## config.mk

```make
export PLATFORM = sky130hd
export DESIGN_NAME = bcd_ascii_streamer
export DESIGN_NICKNAME = d
export VERILOG_FILES = /design/src/rtl/bcd_ascii_streamer.sv
export SDC_FILE = /design/constraint.sdc
export NUM_CORES = 1
export LEC_CHECK = 0
export ABC_AREA = 1
export ABC_CLOCK_PERIOD_IN_PS = 1960
export CAP_MARGIN = 20
export CORE_AREA = 2 2 54 56
export CTS_CLUSTER_SIZE = 28
export DETAILED_ROUTE_END_ITERATION = 10
export DIE_AREA = 0 0 56 58
export GPL_TIMING_DRIVEN = 0
export PLACE_DENSITY = 0.77
export SKIP_LAST_GASP = 1
export SYNTH_ARGS = -nofsm -noshare
export SYNTH_HDL_FRONTEND = slang
export SYNTH_SLANG_ARGS = --single-unit
```

## constraint.sdc

```tcl
create_clock -name clk -period 1.96 [get_ports clk]
set_clock_uncertainty 0.1 [all_clocks]
set_input_delay 0.392 -clock clk [delete_from_list [all_inputs] [get_ports clk]]
set_output_delay 0.392 -clock clk [all_outputs]
set_load 0.01 [all_outputs]
```

## src/rtl/bcd_ascii_streamer.sv

```systemverilog
// Streams a snapshotted 4-digit packed-BCD value as four ASCII characters, MSD first.
// Optional leading-zero blanking is enabled by defining LEADING_ZERO_BLANK_EN.
module bcd_ascii_streamer #(
  parameter logic [7:0] BLANK_CHAR = 8'h20,
  parameter logic [7:0] BAD_CHAR   = 8'h3F
) (
  input  logic        clk,
  input  logic        rst,
  input  logic [15:0] bcd_in,
  input  logic        bcd_load,
  output logic        busy,
  output logic [7:0]  char_out,
  output logic        char_valid,
  input  logic        char_ready,
  output logic        done
);

  localparam int unsigned DIGIT_W = 4;
  localparam int unsigned CHAR_W  = 8;
  localparam int unsigned VALUE_W = 4 * DIGIT_W;

`ifdef LEADING_ZERO_BLANK_EN
  localparam bit BLANK_EN = 1'b1;
`else
  localparam bit BLANK_EN = 1'b0;
`endif

  typedef enum logic {IDLE, SEND} state_t;

  state_t               state, state_n;
  logic [1:0]           idx, idx_n;
  logic [VALUE_W-1:0]   snap, snap_n;
  logic                 busy_n, valid_n, done_n;
  logic [CHAR_W-1:0]    char_n;
  logic                 handshake;

  function automatic logic [DIGIT_W-1:0] nib_at(input logic [VALUE_W-1:0] v, input logic [1:0] i);
    case (i)
      2'd0:    return v[15:12];
      2'd1:    return v[11:8];
      2'd2:    return v[7:4];
      default: return v[3:0];
    endcase
  endfunction

  // Digit is blanked when it and every more-significant digit are zero; the last digit never is.
  function automatic logic lead_zero(input logic [VALUE_W-1:0] v, input logic [1:0] i);
    logic z;
    z = 1'b1;
    for (int k = 0; k < 4; k++) begin
      if ((2'(k) <= i) && (nib_at(v, 2'(k)) != 4'h0)) z = 1'b0;
    end
    return BLANK_EN && (i != 2'd3) && z;
  endfunction

  function automatic logic [CHAR_W-1:0] char_of(input logic [VALUE_W-1:0] v, input logic [1:0] i);
    logic [DIGIT_W-1:0] d;
    d = nib_at(v, i);
    if (lead_zero(v, i))   return BLANK_CHAR;
    else if (d <= 4'd9)    return 8'h30 + CHAR_W'(d);
    else                   return BAD_CHAR;
  endfunction

  assign handshake = char_valid && char_ready;

  // State register and registered outputs.
  always_ff @(posedge clk) begin
    if (rst) begin
      state      <= IDLE;
      idx        <= 2'd0;
      snap       <= 16'h0000;
      busy       <= 1'b0;
      char_out   <= 8'h00;
      char_valid <= 1'b0;
      done       <= 1'b0;
    end else begin
      state      <= state_n;
      idx        <= idx_n;
      snap       <= snap_n;
      busy       <= busy_n;
      char_out   <= char_n;
      char_valid <= valid_n;
      done       <= done_n;
    end
  end

  // Next-state: snapshot on accepted load, advance digit on each handshake.
  always_comb begin
    state_n = state;
    idx_n   = idx;
    snap_n  = snap;
    case (state)
      IDLE: begin
        if (bcd_load) begin
          state_n = SEND;
          idx_n   = 2'd0;
          snap_n  = bcd_in;
        end
      end
      SEND: begin
        if (handshake) begin
          if (idx == 2'd3) begin
            state_n = IDLE;
            idx_n   = 2'd0;
          end else begin
            idx_n = idx + 2'd1;
          end
        end
      end
      default: state_n = IDLE;
    endcase
  end

  // Output next values; the first character is decoded straight from bcd_in to hit 1-cycle latency.
  always_comb begin
    busy_n  = busy;
    char_n  = char_out;
    valid_n = char_valid;
    done_n  = 1'b0;
    case (state)
      IDLE: begin
        if (bcd_load) begin
          busy_n  = 1'b1;
          valid_n = 1'b1;
          char_n  = char_of(bcd_in, 2'd0);
        end
      end
      SEND: begin
        if (handshake) begin
          if (idx == 2'd3) begin
            busy_n  = 1'b0;
            valid_n = 1'b0;
            char_n  = 8'h00;
            done_n  = 1'b1;
          end else begin
            char_n = char_of(snap, idx + 2'd1);
          end
        end
      end
      default: begin
        busy_n  = 1'b0;
        valid_n = 1'b0;
        char_n  = 8'h00;
      end
    endcase
  end

endmodule

```

## Yosys cells after proc, flatten, opt, wreduce, memory -nomap -nowiden

Cells that the tools add are included.

| word-level totals | value |
|---|---|
| bits in read-only memories | 0 |
| bits in latches | 0 |
| output and inout bits | 11 |
| bits in writable memories | 0 |
| flip-flop bits (word level) | 29 |
| memories | 0 |

| operators by class | value |
|---|---|
| mux-type cells | 25 |
| reduce and logical (&&, ||, !) cells | 6 |
| multipliers | 0 |
| shift-type cells | 0 |
| add/subtract/negate cells | 3 |
| equal/unequal tests | 6 |
| bitwise operators | 2 |
| order comparisons | 2 |
| div/mod/pow operators | 0 |

Operator list:

| kind | number |
|---|---|
| 7-bit 2-to-1 mux | 3 |
| 4-bit 2-to-1 mux | 5 |
| 8-bit 2-to-1 mux | 2 |
| 8-bit case mux with 2 select lines | 1 |
| 6-bit by 4-bit adder with 7-bit output, first input constant | 2 |
| 4-bit case mux with 3 select lines | 1 |
| 4-bit <= comparator, second input constant | 2 |
| 1-bit 2-to-1 mux | 7 |
| 2-bit 2-to-1 mux | 3 |
| 2-bit == test, second input constant | 2 |
| 2-bit by 1-bit != test with 1-bit output, second input constant | 2 |
| 1-bit case mux with 2 select lines | 2 |
| 2-bit case mux with 2 select lines | 1 |
| 2-bit AND reduction | 2 |
| 3-bit AND reduction | 1 |
| 3-bit OR reduction | 1 |
| 2-bit by 1-bit adder with 2-bit output, second input constant | 1 |
| 2-bit by 1-bit == test with 1-bit output, second input constant | 1 |
| 2-bit zero test | 1 |
| 2-bit != test, second input constant | 1 |
| 1-bit NOT | 2 |
| 1-bit logical AND | 1 |

## Depth between registers and ports, before layout

| logic depth | value |
|---|---|
| depth after elaboration | 11 |
| depth in mapped cells | 10 |
| mapped depth without buffers | 10 |

## Worst setup path after synthesis

Ideal clock, no wire load.

| timing | value |
|---|---|
| path kind | reg2reg |
| from | register idx[0] |
| to | register char_out[2] |
| slack | 0.450 ns |
| stages on the path, launching flop included | 11 |
| period minus slack after synthesis | 1.510 ns |
| library setup time | 0.119 ns |
| arrival | 1.291 ns |
| cell sequence | dfxtp_1 > inv_1 > ha_1 > inv_2 > nand2_1 > o21ai_0 > nand2_1 > nand2_1 > nand2_1 > nand2_1 > a21oi_1 |

| on the way | value |
|---|---|
| longest elaborated chain between the ends | 11 |
| elaborated cells between the ends (all ways) | 15 |

RTL lines:

| element | line | RTL |
|---|---|---|
| start: declaration | 31 | `logic [1:0] idx, idx_n;` |
| start signal: assignment | 78 | `idx <= idx_n;` |
| 2-bit by 1-bit adder with 2-bit output | 136 | `char_n = char_of(snap, idx + 2'd1);` |
| 2-bit == test (tied with other cells) | 38 | `case (i)` |
| 4-bit case mux with 3 select lines | 38 |  |
| 4-bit 2-to-1 mux | 130 | `if (idx == 2'd3) begin` |
| 4-bit 2-to-1 mux | 129 | `if (handshake) begin` |
| 4-bit 2-to-1 mux | 120 | `case (state)` |
| 6-bit by 4-bit adder with 7-bit output / 4-bit <= comparator (equally long branches) | 60 | `else if (d <= 4'd9) return 8'h30 + CHAR_W'(d);` |
| 7-bit 2-to-1 mux | 60 |  |
| 7-bit 2-to-1 mux (*) | 130 |  |
| 8-bit 2-to-1 mux (*) | 129 |  |
| 8-bit case mux with 2 select lines (*) | 120 |  |
| end signal: assignment | 81 | `char_out <= char_n;` |
| end: declaration | 12 | `output logic [7:0] char_out,` |

Mark *: on every way between the ends. The rest lies on a longest branch, timed or not. The select of a mux whose other input is x is not followed.
A chain may end at the register's enable or synchronous reset.

## Worst setup path in the final report

| timing | value |
|---|---|
| from | register char_valid |
| to | output char_valid |

RTL lines:

| element | line | RTL |
|---|---|---|
| start: declaration | 13 | `output logic char_valid,` |
| start signal: assignment | 82 | `char_valid <= valid_n;` |

No word-level cell between the ends.

==> out/results.tsv <==
stage	metric	value	unit
sta	rsz0062_at_grt	false	
critical_path	cp_data_required_time	1.47	ns
clock_network	cts.repair.resized	0	
finish	stdcell_count	230	
clock_network	worstSkewPairLatency	0.31	ns
synthesis	seq_area_frac_synth	44.1	%
synthesis	yosys.cell_types.count	21	
critical_path	arrival	1.37	ns
routing	wl_per_cell	10.7	um
grt	grt_overflow	0	
pwr	p_switching	0.260	mW
pwr	p_leak	0.697	nW
clock_network	path_clk_slew	0.12	ns
routing	route.detailed.drc	0	
worst_hold_path	min_path_type	reg -> reg	
finish	n_antenna_cell	0	
pwr	intPower	0.744	mW
grt	grt_pass1_vias	1030	
critical_path	path_class	reg -> out	
floorplanning	io_pins	31	
critical_path	critPathCaptureType	primary output	
pwr	seqPwrFrac	58.6	%
sta	setup_viol	0	
pwr	ir_worst_vdd	0.000403	V
placement	numPortBuffers	28	
pwr	clkPwrFrac	21.4	%
synthesis	syn_inst	167	
grt	grt_use_total	16.3	%
clock_network	cts_buffers	3	
routing	totalWireLength	2470	um
finish	final_nets	226	
synthesis	yosys_warnings	0	
sta	finalHoldViolations	0	
finish	area_growth	29.3	%
critical_path	crit_fanout	4	
placement	dpl.hpwl	1970	um
floorplanning	rows	19	
routing	firstDrtPassIters	4	
finish	nFillCells	250	
sta	fin_setup_tns	0	ns
sta	slew_viol_final	0	
clock_network	root_buffer	clkbuf_4	
clock_network	postCtsSetupRepairBufs	0	
floorplanning	core	2660	sq um
run	drv_cap	0	
finish	final_core_util	57.3	%
synthesis	syn_area	1180	sq um
routing	antenna_left	0	
sta	period_share	95.2	%
clock_network	htreeDepth	1	
critical_path	worst_setup_path_start_kind	register	
synthesis	synth.avg_cell_area	7.07	sq um
floorplanning	dieWidth	56	um
grt	antenna_found_initial	0	
floorplanning	start_util	44.3	%
grt	grt_max_degree	14	
sta	fin_crit	1.87	ns
placement	dp_cells	227	
sta	finalHoldWorstSlack	0.383	ns
routing	via_per_inst	4.89	
sta	max_freq	536	MHz
clock_network	cts_tree	yes	
routing	num_vias	1125	
pwr	power_frac_comb	20.0	%
synthesis	ys_ff_latch	26	
outcome	outcome	finished clean	
pwr	power_density	659	nW/um^2
placement	gp_congestion	0.862	
floorplanning	dieHeight	58	um
pwr	switching_share	25.9	%
clock_network	clock_sinks	26	
floorplanning	die_area	3250	sq um
routing	drtIter0Drc	15	
grt	grt_pass1_wl	4190	um
clock_network	clk_path_buf_depth	2	
finish	drive_gt1_share	8.04	%
clock_network	ctsHoldBuffers	0	
==> cell usage in the layout, fill, tap and decap left out, drive strengths merged <==
master,Yosys,layout
clkbuf,1,4
clkdlybuf4s50,0,28
o21ai,24,24
ha,5,5
nand2,38,38
nor3,2,2
dfxtp,26,26
buf,8,8
a21oi,11,11
nand3,1,1
or2,1,1
nor2,36,36
inv,11,11
o21bai,1,1
conb,1,2
nand4,1,1
==> final timing paths <==
kind | startpoint | to | slack [ns] | cells after the start
worst max-delay path | char_valid | char_valid | 0.09 | 2
worst min-delay path | snap[2] | snap[2] | 0.38 | 2
worst max register to register | idx[0] | char_out[2] | 0.26 | 10
worst min register to register | snap[2] | snap[2] | 0.38 | 2
==> cell usage after synthesis <==
| master | number | area [sq um] |
|---|---|---|
| nand4_1 | 1 | 6.26 |
| nand3_1 | 1 | 5.00 |
| dfxtp_1 | 26 | 521 |
| buf_2 | 2 | 10.0 |
| inv_2 | 3 | 11.3 |
| nand2_1 | 37 | 139 |
| o21ai_2 | 1 | 8.76 |
| clkbuf_1 | 1 | 3.75 |
| conb_1 | 1 | 3.75 |
| nor3_1 | 2 | 10.0 |
| nor2_1 | 35 | 131 |
| inv_1 | 8 | 30.0 |
| or2_1 | 1 | 6.26 |
| nor2_2 | 1 | 6.26 |
| ha_1 | 5 | 62.6 |
| buf_1 | 1 | 3.75 |
| o21bai_1 | 1 | 7.51 |
| buf_4 | 5 | 37.5 |
| o21ai_0 | 23 | 115 |
| a21oi_1 | 11 | 55.1 |
| nand2_2 | 1 | 6.26 |
==> cell families (layout without fill, tap and decap cells) <==
group           count (synthesis)  count (layout)  synth area share (%)
flops                          26              26                  44.1
fa+ha+maj                       5               5                  5.30
simple gates                   79              79                  26.3
compound gates                 36              36                  15.8
buf+inv                        20              51                  8.17
other cells                     1               2                 0.318
==> through the flow <==
step,instance area (sq um),power [mW],setup WS [ns]
5_1_grt,1530,1.06,0.0453
3_5_place_dp,1500,0.803,0.0838
6_report,1530,1.00,0.0940
3_3_place_gp,1500,0.796,0.130
4_1_cts,1530,1.01,0.0799
2_1_floorplan,1180,0.706,0.450
==> power by group through the flow <==
| stage | sequential (mW) | combinational (mW) | clock, mW |
|---|---|---|---|
| after CTS | 0.589 | 0.203 | 0.222 |
| after global placement | 0.599 | 0.197 | 0 |
| final | 0.589 | 0.201 | 0.215 |
| after detailed placement | 0.601 | 0.202 | 0 |
| after global routing | 0.594 | 0.223 | 0.245 |
| after floorplan | 0.601 | 0.105 | 0 |
==> cell type report <==
cell class	instances	area [sq um]	share of cell area, %
sequential	26	520	34.1
tap	31	38.8	2.54
inverter	11	41.3	2.71
buffer	9	55.1	3.61
multi-input combinational	122	567	37.2
timing repair buffer	28	280	18.4
clock buffer	3	22.5	1.48
==> layer usage <==
metal  global-route usage, %  part of all wire [%]  vias up
met2                    29.4                    49       23
li1                        -                     -      591
met4                    8.16                   1.5        0
met1                    18.4                    45      507
met3                    3.13                   4.5        4
met5                       0                     0        -
==> critical path: stages, from the launching register on <==
cell and delay [ns]:
dfxtp_1 0.41, buf_4 0.13, clkdlybuf4s50_1 0.53
==> sequential cells by signal (all words and copies together) (netlist names) <==
register,cells
done,1
idx,2
char_out,5
state,1
snap,16
char_valid,1
Note: power is estimated with default switching activity, not from simulation.
